--- config.mk ---
export PLATFORM = sky130hd
export DESIGN_NAME = rx_sft_flat
export DESIGN_NICKNAME = d
export VERILOG_FILES = /design/src/rtl/rx_sft_if.sv /design/src/rtl/rx_sft.sv /design/src/flat_wrapper.sv
export SDC_FILE = /design/constraint.sdc
export NUM_CORES = 1
export LEC_CHECK = 0
export CAP_MARGIN = 20
export CORE_ASPECT_RATIO = 1.5
export CORE_MARGIN = 2
export CORE_UTILIZATION = 54
export DETAILED_ROUTE_END_ITERATION = 10
export PLACE_DENSITY = 0.87
export SYNTH_ARGS = -nofsm -noshare
export SYNTH_HDL_FRONTEND = slang
export SYNTH_SLANG_ARGS = --single-unit
export TNS_END_PERCENT = 50
--- constraint.sdc ---
create_clock -name clk -period 2.3 [get_ports clk]
set_clock_uncertainty 0.15 [all_clocks]
set_input_delay 0.345 -clock clk [delete_from_list [all_inputs] [get_ports clk]]
set_output_delay 0.345 -clock clk [all_outputs]
set_load 0.01 [all_outputs]
--- src/rtl/rx_sft_if.sv ---
// UART receive shifter bus: serial line, oversample strobe and RX FIFO write side.
interface rx_sft_if #(
  parameter int unsigned DATA_W = 8
);

  logic              ena;
  logic              rxd;
  logic              rx_fifo_wfull;
  logic              rx_fifo_wen;
  logic [DATA_W-1:0] rx_fifo_wdata;
  logic              frm_err;
  logic              ovf_err;
  logic              work;

  // Receiver side: consumes line and strobe, writes the FIFO and raises flags.
  modport master (
    input  ena,
    input  rxd,
    input  rx_fifo_wfull,
    output rx_fifo_wen,
    output rx_fifo_wdata,
    output frm_err,
    output ovf_err,
    output work
  );

  // Environment side: drives line, strobe and FIFO status, observes results.
  modport slave (
    output ena,
    output rxd,
    output rx_fifo_wfull,
    input  rx_fifo_wen,
    input  rx_fifo_wdata,
    input  frm_err,
    input  ovf_err,
    input  work
  );

endinterface

--- src/rtl/rx_sft.sv ---
// UART 8N1 receive shifter: 16x oversampling, start-bit qualification,
// 3-sample majority vote per bit, pushes good bytes into the RX FIFO.
module rx_sft #(
  parameter int unsigned OVS    = 16,
  parameter int unsigned DATA_W = 8
) (
  input  logic     clk,
  input  logic     rst,
  rx_sft_if.master bus
);

  localparam int unsigned SUB_W = $clog2(OVS);
  localparam int unsigned BIT_W = $clog2(DATA_W);

  localparam logic [SUB_W-1:0] SUB_SMP0 = SUB_W'(6);
  localparam logic [SUB_W-1:0] SUB_SMP1 = SUB_W'(7);
  localparam logic [SUB_W-1:0] SUB_VOTE = SUB_W'(8);
  localparam logic [SUB_W-1:0] SUB_LAST = SUB_W'(OVS - 1);
  localparam logic [BIT_W-1:0] BIT_LAST = BIT_W'(DATA_W - 1);

  typedef enum logic [2:0] {
    IDLE  = 3'd0,
    START = 3'd1,
    DATA  = 3'd2,
    STOP  = 3'd3,
    BRK   = 3'd4
  } state_e;

  state_e              state_q, state_d;
  logic                rxd_m_q, rxd_s_q;
  logic [SUB_W-1:0]    sub_cnt_q, sub_cnt_d;
  logic [BIT_W-1:0]    bit_cnt_q, bit_cnt_d;
  logic [1:0]          smp_q, smp_d;
  logic [DATA_W-1:0]   sr_q, sr_d;
  logic [DATA_W-1:0]   wdata_q, wdata_d;
  logic                wen_q, wen_d;
  logic                frm_q, frm_d;
  logic                ovf_q, ovf_d;
  logic                work_q, work_d;
  logic                vote_c;

  // Two-flop synchroniser for the asynchronous serial line (idles high).
  always_ff @(posedge clk or negedge rst) begin
    if (!rst) begin
      rxd_m_q <= 1'b1;
      rxd_s_q <= 1'b1;
    end else begin
      rxd_m_q <= bus.rxd;
      rxd_s_q <= rxd_m_q;
    end
  end

  // Majority of the samples at sub_cnt 6, 7 and the live sample at 8.
  assign vote_c = (smp_q[0] & smp_q[1]) | (smp_q[0] & rxd_s_q) | (smp_q[1] & rxd_s_q);

  // State, counters, shift register and registered outputs.
  always_ff @(posedge clk or negedge rst) begin
    if (!rst) begin
      state_q   <= IDLE;
      sub_cnt_q <= '0;
      bit_cnt_q <= '0;
      smp_q     <= '0;
      sr_q      <= '0;
      wdata_q   <= '0;
      wen_q     <= 1'b0;
      frm_q     <= 1'b0;
      ovf_q     <= 1'b0;
      work_q    <= 1'b0;
    end else begin
      state_q   <= state_d;
      sub_cnt_q <= sub_cnt_d;
      bit_cnt_q <= bit_cnt_d;
      smp_q     <= smp_d;
      sr_q      <= sr_d;
      wdata_q   <= wdata_d;
      wen_q     <= wen_d;
      frm_q     <= frm_d;
      ovf_q     <= ovf_d;
      work_q    <= work_d;
    end
  end

  // Next-state logic; everything advances only on ena ticks. sub_cnt_q holds
  // the bit-phase of the next ena tick, so the start-detect tick is phase 0
  // and the stop-bit decision lands 152 ticks after it.
  always_comb begin
    state_d   = state_q;
    sub_cnt_d = sub_cnt_q;
    bit_cnt_d = bit_cnt_q;
    smp_d     = smp_q;
    sr_d      = sr_q;
    wdata_d   = wdata_q;
    wen_d     = 1'b0;
    frm_d     = 1'b0;
    ovf_d     = 1'b0;
    work_d    = work_q;

    if (bus.ena) begin
      sub_cnt_d = sub_cnt_q + SUB_W'(1);
      if (sub_cnt_q == SUB_SMP0) smp_d[0] = rxd_s_q;
      if (sub_cnt_q == SUB_SMP1) smp_d[1] = rxd_s_q;

      case (state_q)
        IDLE: begin
          sub_cnt_d = '0;
          if (!rxd_s_q) begin
            state_d   = START;
            sub_cnt_d = SUB_W'(1);
            work_d    = 1'b1;
          end
        end
        START: begin
          if (sub_cnt_q == SUB_VOTE && vote_c) begin
            state_d = IDLE;
            work_d  = 1'b0;
          end else if (sub_cnt_q == SUB_LAST) begin
            state_d   = DATA;
            bit_cnt_d = '0;
          end
        end
        DATA: begin
          if (sub_cnt_q == SUB_VOTE) sr_d = {vote_c, sr_q[DATA_W-1:1]};
          if (sub_cnt_q == SUB_LAST) begin
            if (bit_cnt_q == BIT_LAST) state_d = STOP;
            else bit_cnt_d = bit_cnt_q + BIT_W'(1);
          end
        end
        STOP: begin
          // Leaving at mid-stop lets the next start edge arrive half a bit early.
          if (sub_cnt_q == SUB_VOTE) begin
            if (vote_c) begin
              state_d = IDLE;
              work_d  = 1'b0;
              if (!bus.rx_fifo_wfull) begin
                wdata_d = sr_q;
                wen_d   = 1'b1;
              end else begin
                ovf_d = 1'b1;
              end
            end else begin
              frm_d   = 1'b1;
              state_d = BRK;
            end
          end
        end
        BRK: begin
          // Hold off re-triggering until the line returns high.
          if (rxd_s_q) begin
            state_d = IDLE;
            work_d  = 1'b0;
          end
        end
        default: begin
          state_d = IDLE;
          work_d  = 1'b0;
        end
      endcase
    end
  end

  assign bus.rx_fifo_wen   = wen_q;
  assign bus.rx_fifo_wdata = wdata_q;
  assign bus.frm_err       = frm_q;
  assign bus.ovf_err       = ovf_q;
  assign bus.work          = work_q;

endmodule

--- src/flat_wrapper.sv ---
// flat-port wrapper written by rule: the top's interface ports become plain ports
module rx_sft_flat 
#(
  parameter int unsigned OVS    = 16,
  parameter int unsigned DATA_W = 8
)
  (clk, rst, bus_ena, bus_rxd, bus_rx_fifo_wfull, bus_rx_fifo_wen, bus_rx_fifo_wdata, bus_frm_err, bus_ovf_err, bus_work);
  rx_sft_if #(.DATA_W(DATA_W)) bus_i ();
  input  logic clk;
  input  logic rst;
  input wire logic [$bits(bus_i.ena)-1:0] bus_ena;
  input wire logic [$bits(bus_i.rxd)-1:0] bus_rxd;
  input wire logic [$bits(bus_i.rx_fifo_wfull)-1:0] bus_rx_fifo_wfull;
  output wire logic [$bits(bus_i.rx_fifo_wen)-1:0] bus_rx_fifo_wen;
  output wire logic [$bits(bus_i.rx_fifo_wdata)-1:0] bus_rx_fifo_wdata;
  output wire logic [$bits(bus_i.frm_err)-1:0] bus_frm_err;
  output wire logic [$bits(bus_i.ovf_err)-1:0] bus_ovf_err;
  output wire logic [$bits(bus_i.work)-1:0] bus_work;
  assign bus_i.ena = bus_ena;
  assign bus_i.rxd = bus_rxd;
  assign bus_i.rx_fifo_wfull = bus_rx_fifo_wfull;
  assign bus_rx_fifo_wen = bus_i.rx_fifo_wen;
  assign bus_rx_fifo_wdata = bus_i.rx_fifo_wdata;
  assign bus_frm_err = bus_i.frm_err;
  assign bus_ovf_err = bus_i.ovf_err;
  assign bus_work = bus_i.work;
  rx_sft #(.OVS(OVS), .DATA_W(DATA_W)) u_core (.clk(clk), .rst(rst), .bus(bus_i));
endmodule
==> impl_metrics.json, run 1 <==
{
  "synth_area_leaders": "dfrtp_1, mux2_2, mux2_4",
  "async_reset_ff_frac": 1.00,
  "gp_congestion": 0.939,
  "setup_violations": 0,
  "power.total_mw": 1.62,
  "max_slew.worst_pin.slew_ps": 508,
  "clock-sinks": 34,
  "finalSetupTns_ps": 0,
  "die_x_um": 47.5,
  "syn_to_final_growth_pct": 20.0,
  "antenna_found_initial": 0,
  "cap_violations": 0,
  "synth-main-ff-cell": "dfrtp_1",
  "place_hpwl_um": 2020,
  "synth-edff-count": 0,
  "crit_chain": "inv_1 -> ha_1 -> and4b_1 -> nand4b_1 -> or3b_4 -> mux2_4",
  "hp-class": "reg -> reg",
  "diodes": 0,
  "synth_most_common_cell": "dfrtp_1",
  "fp.dieArea_mm2": 0.00329,
  "met2_usage": 0.351,
  "dr.pass1.iters": 4,
  "initial_core_util": 0.574,
  "yosysTopAreaCell": "dfrtp_1",
  "ys_ff_latch": 34,
  "grt_usage": 0.216,
  "met1_usage": 0.246,
  "register_area_um2": 853,
  "htreeDepth": 2,
  "nFillCells": 198,
  "ys_seq_area_frac": 0.556,
  "status": "complete, no violations",
  "max_freq_mhz": 465,
  "relSlewSlack": 0.658,
  "syn_inst": 125,
  "syn_nets": 135,
  "clk_path_buf_depth": 2,
  "vdd_drop_max_mv": 0.766,
  "port-buffer-count": 16,
  "worstHoldEndpoint": "u_core.rxd_s_q$_DFF_PN1_",
  "root_buffer": "clkbuf_8",
  "ff2ff_path_depth": 6,
  "finalCritPeriodShare": 0.936,
  "final_layout_size_suffix_gt1_frac": 0.228,
  "fp.dieH_um": 69.3,
  "netlist_area_mm2": 0.00154,
  "synth_common_cells": "dfrtp_1, nand2_1, mux2_2",
  "grt_pass1_vias": 1137,
  "crit_type": "reg -> reg",
  "hp-start": "u_core.rxd_m_q$_DFF_PN1_",
  "grt_use_met3": 0.0729,
  "holdBufCountCts": 0,
  "cpPeakStageDelay_ps": 500,
  "numCtsBuffers": 5,
  "grt_max_degree": 35,
  "drcViolationCount": 0,
  "core_area_mm2": 0.00268,
  "grt-busiest-layer": "met2",
  "whs_path_depth": 0,
  "cts_tree": "built",
  "avgViaCountPerCell": 5.75,
  "start_kind": "flip-flop",
  "powerDensity_mw_per_mm2": 880,
  "path_max_fanout": 9,
  "ios": 17,
  "drt_iter0_drc": 33,
  "clkLatencyLatePin_ps": 280,
  "worstPathArrival_ps": 2170,
  "rr_endpoint": "u_core.bus.rx_fifo_wdata[6]$_DFFE_PN0P_",
  "regToRegSetupSlack_ps": 150,
  "critPathRequiredTime_ps": 2320,
  "maxSlewViolCount": 0,
  "wl_per_cell_um": 15.5,
  "finalCriticalPeriod_ps": 2150,
  "grt.overflow.total": 0,
  "path_clk_slew_ps": 70,
  "slowest_stage": "or3b_4",
  "rsz0062_at_grt": "false",
  "dr_total_vias": 1069,
  "cp-end-kind": "flip-flop",
  "reg2reg_from": "u_core.sub_cnt_q[0]$_DFFE_PN0P_",
  "multi_input_area_um2": 642,
  "ys.warnings.count": 0,
  "p_leak_nw": 0.900,
  "nNetsFinal": 158,
  "synth_cell_types": 33,
  "hold_viol": 0,
  "synth_area_per_cell_um2": 12.3,
  "grt_first_pass_wirelength_um": 5090,
  "synth_top_area_frac": 0.522,
  "postRouteAntennaNets": 0,
  "wl_um": 2880,
  "row_count": 23
}
[registers in the layout, summed over array words and instances, names as in the netlist]
register                  count
u_core.smp_q                  2
u_core.bus.rx_fifo_wen        1
u_core.bus.work               1
u_core.sr_q                   8
u_core.bus.rx_fifo_wdata      8
u_core.bus.frm_err            1
u_core.state_q                3
u_core.rxd_m_q                1
u_core.bus.ovf_err            1
u_core.rxd_s_q                1
u_core.sub_cnt_q              4
u_core.bit_cnt_q              3
[cell type report]
cell class | count | share of cell area
well taps | 37 | 0.0251
clock inverters | 1 | 0.00272
inverters | 5 | 0.0102
multi-input cells | 82 | 0.349
clock buffers | 7 | 0.0469
flip-flops and latches | 34 | 0.463
repair buffers | 20 | 0.103
[cell usage in the layout, fill, tap and decap left out]
| cell type | synthesis | final |
|---|---|---|
| maj3_1 | 1 | 1 |
| nand2_1 | 12 | 12 |
| ha_1 | 5 | 5 |
| or4_1 | 1 | 1 |
| a22o_1 | 2 | 2 |
| and3_1 | 2 | 2 |
| buf_4 | 0 | 4 |
| o31ai_1 | 2 | 2 |
| nor3_1 | 3 | 3 |
| and2_1 | 1 | 1 |
| o22ai_1 | 1 | 1 |
| and3b_1 | 1 | 1 |
| a2111oi_0 | 1 | 1 |
| or3b_4 | 0 | 1 |
| clkinv_2 | 0 | 1 |
| o21ai_0 | 8 | 8 |
| xnor2_1 | 1 | 1 |
| clkbuf_8 | 0 | 6 |
| a211o_1 | 1 | 1 |
| nand4_1 | 3 | 3 |
| o22a_1 | 1 | 1 |
| mux2_4 | 8 | 8 |
| clkbuf_1 | 2 | 1 |
| or3b_2 | 1 | 1 |
| nand3_1 | 1 | 1 |
| inv_1 | 5 | 5 |
| nand4b_1 | 1 | 1 |
| dfstp_2 | 2 | 2 |
| dfrtp_1 | 32 | 32 |
| nor2_1 | 7 | 7 |
| mux2_2 | 11 | 11 |
| and4b_1 | 1 | 1 |
| a21oi_1 | 4 | 4 |
| clkdlybuf4s50_1 | 0 | 16 |
| or2b_1 | 1 | 1 |
[where the power goes]
group / leakage [nW] / total [mW] / internal [mW] / switching, mW
Sequential: 0.447 / 0.797 / 0.695 / 0.102
Combinational: 0.405 / 0.380 / 0.186 / 0.195
Clock: 0.0482 / 0.444 / 0.241 / 0.203
[how the worst max path moves through the flow]
stage / start / to
floorplan: u_core.sub_cnt_q[0]$_DFFE_PN0P_ / u_core.bus.rx_fifo_wdata[0]$_DFFE_PN0P_
global placement: bus_ena / u_core.bus.rx_fifo_wdata[0]$_DFFE_PN0P_
detailed placement: u_core.sub_cnt_q[0]$_DFFE_PN0P_ / u_core.bus.rx_fifo_wdata[6]$_DFFE_PN0P_
CTS: u_core.sub_cnt_q[0]$_DFFE_PN0P_ / u_core.bus.rx_fifo_wdata[6]$_DFFE_PN0P_
global route: u_core.sub_cnt_q[0]$_DFFE_PN0P_ / u_core.bus.rx_fifo_wdata[6]$_DFFE_PN0P_
finish: u_core.sub_cnt_q[0]$_DFFE_PN0P_ / u_core.bus.rx_fifo_wdata[6]$_DFFE_PN0P_
[per-stage QoR]
| step | instances | hold slack, ps | worst slack [ps] | util | cell area [um2] |
|---|---|---|---|---|---|
| 2_1_floorplan | 125 | -101 | 270 | - | 1540 |
| 3_3_place_gp | 178 | 196 | 89.1 | 0.653 | 1750 |
| 3_5_place_dp | 178 | 201 | 26.4 | 0.653 | 1750 |
| 4_1_cts | 186 | 211 | 1.71 | 0.687 | 1840 |
| 5_1_grt | 186 | 214 | 79.0 | 0.688 | 1840 |
| 6_report | 186 | 208 | 148 | 0.688 | 1840 |
[logic make-up after synthesis]
logic type,share of synthesized area
AND/OR/NAND/NOR,0.123
flip-flops,0.556
AO/OA/AOI/OAI,0.0815
multiplexers,0.159
buffers and inverters,0.0277
adder cells (fa/ha/maj),0.0473
XOR/XNOR,0.00571
[repair_timing]
item                       4_1_cts  5_1_grt
setup endpoints to repair        0        8
setup buffers                    0        0
resized for setup                0        1
[worst max-delay path, delay by kind of cell, from the launching register on]
kind | cells | cell delay, ps
AND/OR/NAND/NOR | 3 | 870
flip-flops | 1 | 430
multiplexers | 1 | 320
adder cells (fa/ha/maj) | 1 | 160
buffers and inverters | 1 | 100
[routing by layer]
layer	up-vias	routed length, um
met5	-	0
met4	0	52
met3	7	147
met2	49	1620
met1	527	1060
li1	486	-
Note: power is estimated with default switching activity, not from simulation.
==> run 2, diff against run 1 <==
--- a/config.mk
+++ b/config.mk
@@ -5,12 +5,12 @@
 export SDC_FILE = /design/constraint.sdc
 export NUM_CORES = 1
 export LEC_CHECK = 0
-export CAP_MARGIN = 20
+export CAP_MARGIN = 25
 export CORE_ASPECT_RATIO = 1.5
 export CORE_MARGIN = 2
-export CORE_UTILIZATION = 54
+export CORE_UTILIZATION = 30
 export DETAILED_ROUTE_END_ITERATION = 10
-export PLACE_DENSITY = 0.87
+export PLACE_DENSITY = 0.58
 export SYNTH_ARGS = -nofsm -noshare
 export SYNTH_HDL_FRONTEND = slang
 export SYNTH_SLANG_ARGS = --single-unit
==> constraint.sdc (replaced) <==
create_clock -name clk -period 2 [get_ports clk]
set_clock_uncertainty 0.15 [all_clocks]
set_input_delay 0.3 -clock clk [delete_from_list [all_inputs] [get_ports clk]]
set_output_delay 0.3 -clock clk [all_outputs]
set_load 0.01 [all_outputs]
==> run 2 against run 1 <==
The run now ends with setup timing left. Combinational power up 62%. Sequential power up 9.7%. Clock power up 5.4%. Sequential share of layout area down 4.1 points. Routed wire length up 5.0%. Highest routed layer unchanged. Non-clock buffer count up 15. Critical path depth up 1. Worst setup slack worse by 190 ps. Flip-flop and latch count unchanged.
==> impl_metrics.json, run 2 (synthesized netlist as in run 1, its figures left out) <==
{
  "grt_max_degree": 21,
  "core_area_mm2": 0.00489,
  "cpPeakStageDelay_ps": 410,
  "cts_tree": "built",
  "ios": 17,
  "grt_first_pass_wirelength_um": 5210,
  "hold_viol": 0,
  "final_core_util": 0.413,
  "clkLatencyLatePin_ps": 280,
  "max_freq_mhz": 489,
  "nNetsFinal": 173,
  "row_count": 31,
  "fp.dieH_um": 91.6,
  "path_max_fanout": 5,
  "grt.overflow.total": 0,
  "syn_to_final_growth_pct": 31.5,
  "grt_pass1_vias": 1157,
  "hp-class": "reg -> reg",
  "critPathRequiredTime_ps": 2010,
  "fp.dieArea_mm2": 0.00572,
  "path_clk_slew_ps": 60,
  "rsz0062_at_grt": "true",
  "holdBufCountCts": 0,
  "dr_total_vias": 1089,
  "final_layout_size_suffix_gt1_frac": 0.335,
  "p_leak_nw": 0.960,
  "clock-sinks": 34,
  "setup_violations": 8,
  "numCtsBuffers": 5,
  "worstPathArrival_ps": 2050,
  "final_area_mm2": 0.00202,
  "htreeDepth": 2,
  "violations": "setup timing",
  "drt_iter0_drc": 74,
  "status": "complete, but fails checks",
  "wl_um": 3020,
  "vdd_drop_max_mv": 0.380,
  "cap_violations": 0,
  "max_slew.worst_pin.slew_ps": 478,
  "powerDensity_mw_per_mm2": 969,
  "crit_family": "simple AND/OR/NAND/NOR gates",
  "grt_usage": 0.115,
  "maxSlewViolCount": 0,
  "clk_path_buf_depth": 2,
  "finalSetupTns_ps": -264,
  "slowest_stage": "or3b_4",
  "layout_common_cells": "dfrtp_1, buf_4, clkdlybuf4s50_1",
  "drcViolationCount": 0,
  "antenna_found_initial": 0,
  "setup_slack_ps": -43.1,
  "place_area_mm2": 0.00187,
  "initial_core_util": 0.314,
  "root_buffer": "clkbuf_8",
  "crit_type": "reg -> reg",
  "port-buffer-count": 16,
  "start_kind": "flip-flop",
  "timing.hold.ws_ps": 207,
  "dr.pass1.iters": 4,
  "wl_per_cell_um": 13.1,
  "diodes": 0,
  "crit_chain": "inv_2 -> ha_4 -> and4b_1 -> nand4b_1 -> or3b_4 -> buf_6 -> mux2_4",
  "place_hpwl_um": 2230,
  "finalCritPeriodShare": 1.02,
  "layout_commonest_cell": "dfrtp_1",
  "postRouteAntennaNets": 0,
  "cp-end-kind": "flip-flop",
  "relSlewSlack": 0.678,
  "gp_congestion": 0.872,
  "avgViaCountPerCell": 4.73,
  "die_x_um": 62.4,
  "worstPathBufferInverterCount": 2,
  "finalCriticalPeriod_ps": 2040
}
## run 2: cell types whose count changed in the layout (fill, tap and decap cells not counted), moves of 2 or more
cell	previous run	this run
clkbuf_1	1	3
buf_4	4	17
inv_1	5	3
ha_1	5	2
ha_2	0	2
inv_2	0	2
buf_6	0	2
## run 2: layout make-up
cell class | instances | area (um2)
Multi-Input combinational cell | 82 | 674
Sequential cell | 34 | 853
Timing Repair Buffer | 35 | 310
Inverter | 5 | 18.8
Fill cell | 488 | 2870
Clock buffer | 8 | 80.1
Tap cell | 66 | 82.6
## run 2: through the flow
step | power (mW) | setup WS [ps] | std cells
finish | 1.96 | -43.1 | 230
global route | 2.09 | -127 | 230
CTS | 1.96 | -66.3 | 230
detailed placement | 1.44 | -76.1 | 219
global placement | 1.41 | -63.5 | 219
floorplan | 1.18 | -30.2 | 125
## run 2: final timing paths
check / startpoint / endpoint / slack (ps) / cells past startpoint
worst max-delay path: u_core.sub_cnt_q[0]$_DFFE_PN0P_ / u_core.bus.rx_fifo_wdata[4]$_DFFE_PN0P_ / -40 / 7
worst max register to register: u_core.sub_cnt_q[0]$_DFFE_PN0P_ / u_core.bus.rx_fifo_wdata[4]$_DFFE_PN0P_ / -40 / 7
min in group asynchronous: rst / u_core.bus.rx_fifo_wdata[7]$_DFFE_PN0P_ / 220 / 2
worst min-delay path: u_core.rxd_m_q$_DFF_PN1_ / u_core.rxd_s_q$_DFF_PN1_ / 210 / 0
max in group asynchronous: rst / u_core.bus.work$_DFFE_PN0P_ / 1240 / 2
worst min register to register: u_core.rxd_m_q$_DFF_PN1_ / u_core.rxd_s_q$_DFF_PN1_ / 210 / 0
## run 2: repair_timing
item,4_1_cts,5_1_grt
resized for setup,11,4
setup endpoints to repair,11,12
gates cloned,1,0
setup buffers,2,0
pin swaps,4,3
## run 2: routing by layer
metal  up-vias  GRT usage  routed length (um)
met2        25      0.211                1620
met1       536      0.119                1210
li1        521          -                   -
met5         -          0                   0
met3         7     0.0319                 108
met4         0     0.0556                  79
## run 2: where the power goes
group	switching (mW)	internal [mW]
Clock	0.221	0.247
Combinational	0.302	0.312
Sequential	0.0746	0.800
Total	0.597	1.36
